--- config.mk ---
export PLATFORM = sky130hd
export DESIGN_NAME = shot_pool
export DESIGN_NICKNAME = d
export VERILOG_FILES = /design/src/rtl/shot_pool.sv
export SDC_FILE = /design/constraint.sdc
export NUM_CORES = 1
export LEC_CHECK = 0
export CAP_MARGIN = 30
export CORE_ASPECT_RATIO = 1.5
export CORE_MARGIN = 8
export CORE_UTILIZATION = 45
export CTS_CLUSTER_DIAMETER = 100
export CTS_CLUSTER_SIZE = 16
export DETAILED_ROUTE_END_ITERATION = 8
export PLACE_DENSITY = 0.61
export REMOVE_ABC_BUFFERS = 1
export SETUP_SLACK_MARGIN = 0.4
export SYNTH_ARGS = -nofsm -noshare
export SYNTH_HDL_FRONTEND = slang
export SYNTH_SLANG_ARGS = --single-unit
--- constraint.sdc ---
create_clock -name clk -period 4.7 [get_ports clk]
set_input_delay 0.705 -clock clk [delete_from_list [all_inputs] [get_ports clk]]
set_output_delay 0.705 -clock clk [all_outputs]
set_load 0.01 [all_outputs]
--- src/rtl/shot_pool.sv ---
// -----------------------------------------------------------------------------
// shot_pool
//   Pool of NUM_SHOTS independent player shots. Each slot holds an active flag
//   and a top-left position. New shots launch on a fire button rising edge,
//   subject to a refresh-tick cooldown. Shots climb SHOT_VEL pixels per frame
//   and retire at the playfield top. Any covered pixel that also belongs to a
//   live alien retires the covering slot and reports a one-clock hit.
//
// Ports
//   clk           system clock
//   reset         asynchronous active-high reset
//   pause         freezes slot, cooldown and hit state while high
//   refresh_tick  one-clock frame pulse; drives motion and cooldown
//   fire          shoot button (level)
//   orig_x/y      launch centre x / launch y (player top)
//   pixel_x/y     current VGA pixel
//   alien_on      current pixel belongs to a live alien
//   shot_pixel    current pixel covered by an active shot (combinational)
//   hit_pulse     one-clock collision pulse (registered)
//   hit_slot      index of the slot that hit (registered)
//   active_mask   per-slot active flags (registered)
//   active_count  number of active slots
// -----------------------------------------------------------------------------
module shot_pool #(
    parameter int NUM_SHOTS = 4,
    parameter int SHOT_W    = 2,
    parameter int SHOT_H    = 8,
    parameter int SHOT_VEL  = 4,
    parameter int COOLDOWN  = 15,
    parameter int Y_TOP     = 36
) (
    input  logic                 clk,
    input  logic                 reset,
    input  logic                 pause,
    input  logic                 refresh_tick,
    input  logic                 fire,
    input  logic [9:0]           orig_x,
    input  logic [9:0]           orig_y,
    input  logic [9:0]           pixel_x,
    input  logic [9:0]           pixel_y,
    input  logic                 alien_on,
    output logic                 shot_pixel,
    output logic                 hit_pulse,
    output logic [2:0]           hit_slot,
    output logic [NUM_SHOTS-1:0] active_mask,
    output logic [3:0]           active_count
);

    localparam int              CD_W       = (COOLDOWN < 2) ? 1 : $clog2(COOLDOWN + 1);
    localparam logic [CD_W-1:0] CD_LOAD    = CD_W'(COOLDOWN);
    localparam logic [9:0]      HALF_W     = 10'(SHOT_W / 2);
    localparam logic [9:0]      H10        = 10'(SHOT_H);
    localparam logic [9:0]      VEL10      = 10'(SHOT_VEL);
    localparam logic [9:0]      RETIRE_Y   = 10'(Y_TOP + SHOT_VEL);
    localparam logic [9:0]      FIRE_MIN_Y = 10'(Y_TOP + SHOT_H);
    localparam logic [10:0]     W11        = 11'(SHOT_W);
    localparam logic [10:0]     H11        = 11'(SHOT_H);

    logic [NUM_SHOTS-1:0] r_active;
    logic [9:0]           r_sx [NUM_SHOTS];
    logic [9:0]           r_sy [NUM_SHOTS];
    logic [CD_W-1:0]      r_cooldown;
    logic                 r_fire_q;
    logic                 r_armed;
    logic                 r_hit_pulse;
    logic [2:0]           r_hit_slot;

    logic [NUM_SHOTS-1:0] w_cover;
    logic [2:0]           w_cov_idx;
    logic [2:0]           w_free_idx;
    logic                 w_hit;
    logic                 w_fire_edge;
    logic                 w_accept;

    // Coverage uses 11-bit sums so a shot at the right edge cannot wrap to 0.
    always_comb begin
        // NOTE: every combinational output gets a default first so no path leaves it unassigned (no latch).
        w_cover = '0;
        for (int i = 0; i < NUM_SHOTS; i++) begin
            w_cover[i] = r_active[i]
                && ({1'b0, pixel_x} >= {1'b0, r_sx[i]})
                && ({1'b0, pixel_x} <  ({1'b0, r_sx[i]} + W11))
                && ({1'b0, pixel_y} >= {1'b0, r_sy[i]})
                && ({1'b0, pixel_y} <  ({1'b0, r_sy[i]} + H11));
        end
    end

    // Scanning downward leaves the lowest matching index in each result.
    always_comb begin
        w_cov_idx  = '0;
        w_free_idx = '0;
        for (int i = NUM_SHOTS - 1; i >= 0; i--) begin
            if (w_cover[i])   w_cov_idx  = 3'(i);
            if (!r_active[i]) w_free_idx = 3'(i);
        end
    end

    always_comb begin
        active_count = '0;
        for (int i = 0; i < NUM_SHOTS; i++) begin
            active_count = active_count + 4'(r_active[i]);
        end
    end

    assign shot_pixel = |w_cover;
    assign w_hit      = alien_on & shot_pixel;

    // r_armed stays low for the first clock after reset so a button held
    // through reset release is first captured in r_fire_q and never seen
    // as an edge; a fresh press is required.
    assign w_fire_edge = fire & ~r_fire_q & r_armed;
    assign w_accept    = w_fire_edge
                      && (r_cooldown == '0)
                      && !(&r_active)
                      && (orig_y >= FIRE_MIN_Y);

    always_ff @(posedge clk or posedge reset) begin
        if (reset) begin
            r_active    <= '0;
            // NOTE: the slot position arrays are small and cleared on reset so every register leaves reset at a known value.
            for (int i = 0; i < NUM_SHOTS; i++) begin
                r_sx[i] <= '0;
                r_sy[i] <= '0;
            end
            r_cooldown  <= '0;
            r_fire_q    <= 1'b0;
            r_armed     <= 1'b0;
            r_hit_pulse <= 1'b0;
            r_hit_slot  <= '0;
        end else begin
            // NOTE: sequential state uses non-blocking assignments so every register samples pre-edge values.
            r_fire_q <= fire;
            r_armed  <= 1'b1;
            if (pause) begin
                r_hit_pulse <= 1'b0;
            end else begin
                if (w_accept) begin
                    r_cooldown <= CD_LOAD;
                end else if (refresh_tick && (r_cooldown != '0)) begin
                    r_cooldown <= r_cooldown - 1'b1;
                end

                for (int i = 0; i < NUM_SHOTS; i++) begin
                    if (w_accept && (w_free_idx == 3'(i))) begin
                        // A slot loaded this clock does not move on this tick.
                        r_active[i] <= 1'b1;
                        r_sx[i]     <= orig_x - HALF_W;
                        r_sy[i]     <= orig_y - H10;
                    end else if (refresh_tick && r_active[i]) begin
                        if (r_sy[i] < RETIRE_Y) begin
                            r_active[i] <= 1'b0;
                        end else begin
                            r_sy[i] <= r_sy[i] - VEL10;
                        end
                    end
                    // Later assignment: a hit retires the slot even if it also moved.
                    if (w_hit && (w_cov_idx == 3'(i))) begin
                        r_active[i] <= 1'b0;
                    end
                end

                r_hit_pulse <= w_hit;
                if (w_hit) begin
                    r_hit_slot <= w_cov_idx;
                end
            end
        end
    end

    assign hit_pulse   = r_hit_pulse;
    assign hit_slot    = r_hit_slot;
    assign active_mask = r_active;

endmodule

==> flow_summary.json, run 1 <==
{
  "status": "finished clean",
  "placed_cells": 1391,
  "yosys.cell_count.top_type": "sky130_fd_sc_hd__ha_1",
  "avgRoutedWirePerCell_um": 19.9,
  "die_w_um": 132,
  "yosys_register_bits": 93,
  "grt_antenna_before_repair": 0,
  "timing.hold.worst.class": "reg2reg",
  "rsz_0062_raised_after_global_routing": "yes",
  "synth_sequential_area_ratio": 0.257,
  "root_cell_of_the_clock_tree": "sky130_fd_sc_hd__clkbuf_16",
  "ys.warnings.count": 0,
  "ctsLongestPathBuffers": 2,
  "async_flop_share": 1.00,
  "antenna_cells": 0,
  "drt_pass1_iterations": 5,
  "grt_util_all_layers": 0.228,
  "worst_clock_skew_ns": 0.0109,
  "numPortBuffers": 56,
  "arrival_ns": 3.51,
  "slew-limit-headroom": 0.394,
  "power_frac_comb": 0.505,
  "syn_area_per_cell_um2": 8.47,
  "clk_latency_ns": 0.36,
  "worst_hold_slack_after_final_layout_ns": 0.487,
  "clock_tree_from_tritoncts": "built",
  "synth_top_cells_by_area": "sky130_fd_sc_hd__dfrtp_1 (26%), sky130_fd_sc_hd__ha_1 (24%), sky130_fd_sc_hd__o21ai_0 (5.8%), sky130_fd_sc_hd__xnor2_1 (5.7%), sky130_fd_sc_hd__inv_1 (4.5%)",
  "core_region_area_mm2": 0.0198,
  "fin_util": 0.530,
  "io_pins": 59,
  "layout_min_cycle_time_ns": 4.21,
  "synth_flop_cell": "sky130_fd_sc_hd__dfrtp_1",
  "dieHeight_um": 190,
  "worst_slack_placed_ns": 0.216,
  "power_frac_seq": 0.306,
  "synthesis.area_mm2": 0.00905,
  "cts_made_buffers": 9,
  "drive_above_1_share": 0.0730,
  "final_hold_viol_count": 0,
  "number_of_nets_with_antenna_violations_after_detailed_routing": 0,
  "cellPowerDensity_mw_per_mm2": 394,
  "clock_sinks": 93,
  "power.net_switching_mw": 1.78,
  "via_count_of_the_first_global_routing_pass": 8528,
  "area_growth_pct": 15.8,
  "synth-edff-count": 0,
  "grt-ovfl-total": 0,
  "fmaxAchievable_ghz": 0.237,
  "maximum_number_of_pins_on_one_net_before_global_route_repair": 58,
  "worstPathRequired_ns": 3.99,
  "max_slew.worst_pin.slew_ns": 0.903,
  "timing.critical_path.fanout_max": 3,
  "post_synth_most_frequent_cells": "sky130_fd_sc_hd__ha_1 (171), sky130_fd_sc_hd__inv_1 (109), sky130_fd_sc_hd__o21ai_0 (105), sky130_fd_sc_hd__dfrtp_1 (93), sky130_fd_sc_hd__nand2_1 (92)",
  "fin_tns_setup_ns": 0,
  "max-cap-violations": 0,
  "initialDrtViolationCount": 356,
  "path_class": "reg2out",
  "clock_tree.htree_level_count": 3,
  "critical_path.startpoint_type": "flip-flop",
  "die_area_mm2": 0.0250,
  "met3_usage": 0.0370,
  "synthDistinctLibCells": 71,
  "p_int_mw": 2.35,
  "syn-instance-count": 1069,
  "worst_ir_drop_vdd_mv": 0.227,
  "finalWorstSetupSlack_ns": 0.489,
  "endpoint_kind": "output port",
  "floorplan.rows": 63,
  "switching_share": 0.431,
  "timing_max_transition_violations_final": 0,
  "routed_via_count_divided_by_cell_count": 5.85,
  "grt-busiest-layer": "met2",
  "cts.reportedPaths.clkPinSlew_ns": 0.07,
  "grt_first_pass_wirelength_mm": 44.7,
  "remaining_drc_errors": 0,
  "setup_viol": 0,
  "grt.met1_usage": 0.234,
  "stdcell_count": 1411,
  "synth_top_cell_area_share": 0.257,
  "clockPowerShare": 0.189,
  "routabilityCongestion": 0.878,
  "top_cell_type_by_total_area_after_synthesis": "sky130_fd_sc_hd__dfrtp_1",
  "floorplan.initialDensity": 0.458,
  "power.leakage_nw": 4.84,
  "num-nets-final": 1364,
  "drt_total_wl_mm": 28.0,
  "dr_total_vias": 8248,
  "post-dp-hpwl_mm": 22.2,
  "met2_usage": 0.417,
  "share_of_the_clock_period_used_by_the_worst_path": 0.896
}
-- final cells by class --
| class | instances | area (um2) |
|---|---|---|
| clock buffers | 9 | 225 |
| clock inverters | 7 | 73.8 |
| fillers | 1904 | 9310 |
| inverters | 110 | 415 |
| multi-input cells | 840 | 6260 |
| flip-flops and latches | 93 | 2330 |
| well taps | 260 | 325 |
| repair buffers | 92 | 852 |
-- registers in the layout (all words and copies together) (netlist names) --
| signal | flops |
|---|---|
| active_mask | 4 |
| r_sx | 40 |
| r_fire_q | 1 |
| hit_pulse | 1 |
| r_armed | 1 |
| hit_slot | 2 |
| r_cooldown | 4 |
| r_sy | 40 |
-- timing repair --
action / in CTS / in global routing
endpoints found under the setup margin: 1 / 1
hold buffers: 0 / 0
endpoints found under the hold margin: 0 / 0
pin swaps: 6 / 7
buffers inserted: 1 / 3
resized for setup: 10 / 11
-- path summary, 6_finish.rpt --
| check | cells past startpoint | slack (ns) | start | to |
|---|---|---|---|---|
| max reg2reg | 13 | 0.99 | r_sx[24]$_DFFE_PP0P_ | active_mask[1]$_DFFE_PP0P_ |
| min reg2reg | 2 | 0.49 | r_sy[10]$_DFFE_PP0P_ | r_sy[10]$_DFFE_PP0P_ |
| min in group asynchronous | 2 | 0.65 | reset | r_sx[19]$_DFFE_PP0P_ |
| min | 2 | 0.49 | r_sy[10]$_DFFE_PP0P_ | r_sy[10]$_DFFE_PP0P_ |
| max | 13 | 0.49 | r_sx[24]$_DFFE_PP0P_ | shot_pixel |
| max in group asynchronous | 3 | 3.43 | reset | r_sy[35]$_DFFE_PP0P_ |
-- cell families after synthesis --
kind of cell / Yosys count / synth area share
xor+xnor: 64 / 0.0619
mux: 7 / 0.00843
simple gates: 293 / 0.160
buf+inv: 137 / 0.0607
fa+ha+maj: 172 / 0.239
other cells: 2 / 0.000829
flops: 93 / 0.257
compound gates: 301 / 0.213
-- per-stage QoR --
| step | area [um2] | total power [mW] |
|---|---|---|
| after floorplan | 8920 | 2.67 |
| after global placement | 10000 | 3.28 |
| after detailed placement | 10100 | 3.32 |
| after CTS | 10400 | 4.12 |
| after global routing | 10500 | 4.50 |
| final | 10500 | 4.12 |
-- power groups by stage --
stage / Combinational, mW / Sequential [mW] / Clock, mW
final: 2.08 / 1.26 / 0.778
after global routing: 2.39 / 1.30 / 0.816
after CTS: 2.08 / 1.26 / 0.790
after detailed placement: 2.04 / 1.27 / 0
after global placement: 2.01 / 1.27 / 0
after floorplan: 1.47 / 1.20 / 0
-- cell usage in the layout, fill, tap and decap left out, types with 45 or more instances in the layout --
| cell | synthesis | final |
|---|---|---|
| sky130_fd_sc_hd__ha_1 | 171 | 171 |
| sky130_fd_sc_hd__inv_1 | 109 | 107 |
| sky130_fd_sc_hd__o21ai_0 | 105 | 105 |
| sky130_fd_sc_hd__nand2_1 | 92 | 91 |
| sky130_fd_sc_hd__dfrtp_1 | 93 | 91 |
| sky130_fd_sc_hd__a21oi_1 | 60 | 60 |
| sky130_fd_sc_hd__xnor2_1 | 59 | 59 |
| sky130_fd_sc_hd__clkdlybuf4s50_1 | 0 | 55 |
| sky130_fd_sc_hd__nor2_1 | 53 | 53 |
| sky130_fd_sc_hd__nand3_1 | 46 | 45 |
-- metal layers --
metal,vias up,share of wire
met5,-,0
met4,0,0.068
met3,82,0.037
met2,206,0.51
met1,3941,0.39
li1,4019,-
-- worst max-delay path, stage by stage, from the launching register on --
cell	delay, ns
sky130_fd_sc_hd__dfrtp_1	0.39
sky130_fd_sc_hd__inv_2	0.08
sky130_fd_sc_hd__nor4_4	0.30
sky130_fd_sc_hd__nand4_1	0.15
sky130_fd_sc_hd__xnor2_1	0.21
sky130_fd_sc_hd__ha_1	0.32
sky130_fd_sc_hd__a2111oi_4	0.39
sky130_fd_sc_hd__nand2_2	0.11
sky130_fd_sc_hd__a31oi_4	0.19
sky130_fd_sc_hd__nor3_4	0.07
sky130_fd_sc_hd__or4b_4	0.57
sky130_fd_sc_hd__and2_4	0.19
sky130_fd_sc_hd__nand3_4	0.09
sky130_fd_sc_hd__buf_6	0.11
(Power assumes the default switching activity.)
==> inputs of run 2 (changes only) <==
--- a/config.mk
+++ b/config.mk
@@ -8,11 +8,11 @@
 export CAP_MARGIN = 30
 export CORE_ASPECT_RATIO = 1.5
 export CORE_MARGIN = 8
-export CORE_UTILIZATION = 45
+export CORE_UTILIZATION = 49
 export CTS_CLUSTER_DIAMETER = 100
 export CTS_CLUSTER_SIZE = 16
 export DETAILED_ROUTE_END_ITERATION = 8
-export PLACE_DENSITY = 0.61
+export PLACE_DENSITY = 0.66
 export REMOVE_ABC_BUFFERS = 1
 export SETUP_SLACK_MARGIN = 0.4
 export SYNTH_ARGS = -nofsm -noshare
==> run 2 against run 1 <==
Fmax increased by 0.34%. Wire length decreased by 5.4%. Clock skew decreased by 0.0024 ns. Combinational power about the same. Register-to-register slack improved by 0.05 ns.
==> flow_summary.json, run 2 (synthesis gave the netlist of run 1 again) <==
{
  "drt_total_wl_mm": 26.5,
  "layout_common_cells": "sky130_fd_sc_hd__ha_1 (171), sky130_fd_sc_hd__inv_1 (105), sky130_fd_sc_hd__o21ai_0 (105)",
  "worst_setup_path_startpoint": "r_sx[24]$_DFFE_PP0P_",
  "status": "finished clean",
  "die_area_mm2": 0.0232,
  "clock_sinks": 93,
  "floorplan.initialDensity": 0.494,
  "clock_tree.htree_level_count": 3,
  "most_common_library_cell_in_the_layout_ignoring_fill_and_taps": "sky130_fd_sc_hd__ha_1",
  "worst_ir_drop_vdd_mv": 0.229,
  "post-dp-hpwl_mm": 21.0,
  "cellPowerDensity_mw_per_mm2": 401,
  "clk_latency_ns": 0.37,
  "cpPeakStageDelay_ns": 0.54,
  "timing.hold.worst.class": "reg2reg",
  "grt_antenna_before_repair": 0,
  "clock_tree_from_tritoncts": "built",
  "worstHoldStart": "r_sx[10]$_DFFE_PP0P_",
  "grt_util_all_layers": 0.233,
  "worst_clock_skew_ns": 0.00851,
  "cts_made_buffers": 9,
  "final_hold_viol_count": 0,
  "routabilityCongestion": 0.904,
  "avgRoutedWirePerCell_um": 19.4,
  "number_of_nets_with_antenna_violations_after_detailed_routing": 0,
  "power.leakage_nw": 4.84,
  "dpl-instance-area_mm2": 0.00998,
  "dr_total_vias": 8136,
  "floorplan.rows": 61,
  "rsz_0062_raised_after_global_routing": "no",
  "slew-limit-headroom": 0.444,
  "fin_tns_setup_ns": 0,
  "worst_hold_slack_after_final_layout_ns": 0.505,
  "ctsLongestPathBuffers": 2,
  "core_region_area_mm2": 0.0183,
  "share_of_the_clock_period_used_by_the_worst_path": 0.893,
  "path_class": "reg2out",
  "crit_path_cell_trace": "inv_2, nor4_4, nand4_1, xnor2_1, ha_1, a2111oi_4, nand2_1, a31oi_1, nor3_2, or4b_4, and2_4, nand3_2, buf_6",
  "max-cap-violations": 0,
  "arrival_ns": 3.49,
  "crit_path_top_delay_cell": "sky130_fd_sc_hd__or4b_4",
  "critPathBufInv": 2,
  "timing.critical_path.fanout_max": 4,
  "grt-ovfl-total": 0,
  "fin_util": 0.568,
  "io_pins": 59,
  "setup_viol": 0,
  "via_count_of_the_first_global_routing_pass": 8188,
  "dieHeight_um": 182,
  "drive_above_1_share": 0.0730,
  "remaining_drc_errors": 0,
  "cts.reportedPaths.clkPinSlew_ns": 0.08,
  "worstPathRequired_ns": 3.99,
  "drt_pass1_iterations": 5,
  "critical_path.startpoint_type": "flip-flop",
  "max_slew.worst_pin.slew_ns": 0.828,
  "layout_min_cycle_time_ns": 4.20,
  "final_design_area_no_fill_mm2": 0.0104,
  "routed_via_count_divided_by_cell_count": 5.94,
  "die_w_um": 127,
  "layout_top_registers": "r_sx (40), r_sy (40)",
  "crit-reg2reg-launch": "r_sx[24]$_DFFE_PP0P_",
  "num-nets-final": 1363,
  "grt_first_pass_wirelength_mm": 42.2,
  "fmaxAchievable_ghz": 0.238,
  "area_growth_pct": 15.0,
  "maximum_number_of_pins_on_one_net_before_global_route_repair": 62,
  "root_cell_of_the_clock_tree": "sky130_fd_sc_hd__clkbuf_16",
  "crit_family": "simple AND/OR/NAND/NOR gates",
  "antenna_cells": 0,
  "numPortBuffers": 56,
  "endpoint_kind": "output port",
  "timing_max_transition_violations_final": 0,
  "initialDrtViolationCount": 448
}
==> run 2: cell count changes in the layout (fill, tap and decap cells not counted), moves of 2 or more <==
cell | before | now
sky130_fd_sc_hd__clkinv_2 | 2 | 0
sky130_fd_sc_hd__nor3_2 | 1 | 3
sky130_fd_sc_hd__inv_1 | 107 | 105
sky130_fd_sc_hd__inv_2 | 1 | 3
==> run 2: through the flow <==
step	std cells	setup WS, ns	total power, mW
2_1_floorplan	1043	1.11	2.67
3_3_place_gp	1347	0.233	3.24
3_5_place_dp	1348	0.220	3.27
4_1_cts	1366	0.418	4.15
5_1_grt	1370	0.387	4.53
6_report	1370	0.504	4.17
==> run 2: report_power, final <==
part,internal (mW),switching (mW)
clock,0.486,0.364
sequential,1.01,0.266
combinational,0.918,1.13
==> run 2: cell type report <==
cell class	instances	area, um2
Fill cell	1694	7910
Multi-Input combinational cell	840	6230
Sequential cell	93	2330
Timing Repair Buffer	91	825
Inverter	110	415
Tap cell	220	275
Clock buffer	10	239
Clock inverter	6	93.8
==> run 2: routing by layer <==
layer  track usage  share of wire
met4         0.146          0.056
met3        0.0248          0.030
met2         0.426           0.52
met1         0.248           0.40
met5             0              0
==> run 2: repair_timing <==
item / 4_1_cts / 5_1_grt
pin swaps: 1 / 5
hold buffers: 0 / 0
hold endpoints to repair: 0 / 0
buffers inserted: 2 / 4
setup endpoints to repair: 1 / 1
resized for setup: 10 / 9
==> run 2: worst register-to-register path, stage by stage (launching register included) <==
cell,delay [ns]
sky130_fd_sc_hd__dfrtp_1,0.39
sky130_fd_sc_hd__inv_2,0.07
sky130_fd_sc_hd__nor4_4,0.33
sky130_fd_sc_hd__nand4_1,0.15
sky130_fd_sc_hd__xnor2_1,0.15
sky130_fd_sc_hd__ha_1,0.36
sky130_fd_sc_hd__a2111oi_4,0.36
sky130_fd_sc_hd__nand2_1,0.08
sky130_fd_sc_hd__a31oi_1,0.18
sky130_fd_sc_hd__nor3_2,0.09
sky130_fd_sc_hd__or4b_4,0.54
sky130_fd_sc_hd__buf_4,0.16
sky130_fd_sc_hd__or3b_1,0.37
sky130_fd_sc_hd__a221o_1,0.30
==> run 2: worst paths after layout <==
check,to,cells past startpoint,slack (ns)
worst max-delay path,shot_pixel,13,0.50
worst min-delay path,r_sx[10]$_DFFE_PP0P_,2,0.51
worst max register to register,active_mask[1]$_DFFE_PP0P_,13,1.04
worst min register to register,r_sx[10]$_DFFE_PP0P_,2,0.51
max in group asynchronous,r_sy[4]$_DFFE_PP0P_,3,2.87
min in group asynchronous,r_cooldown[0]$_DFFE_PP0P_,2,0.84
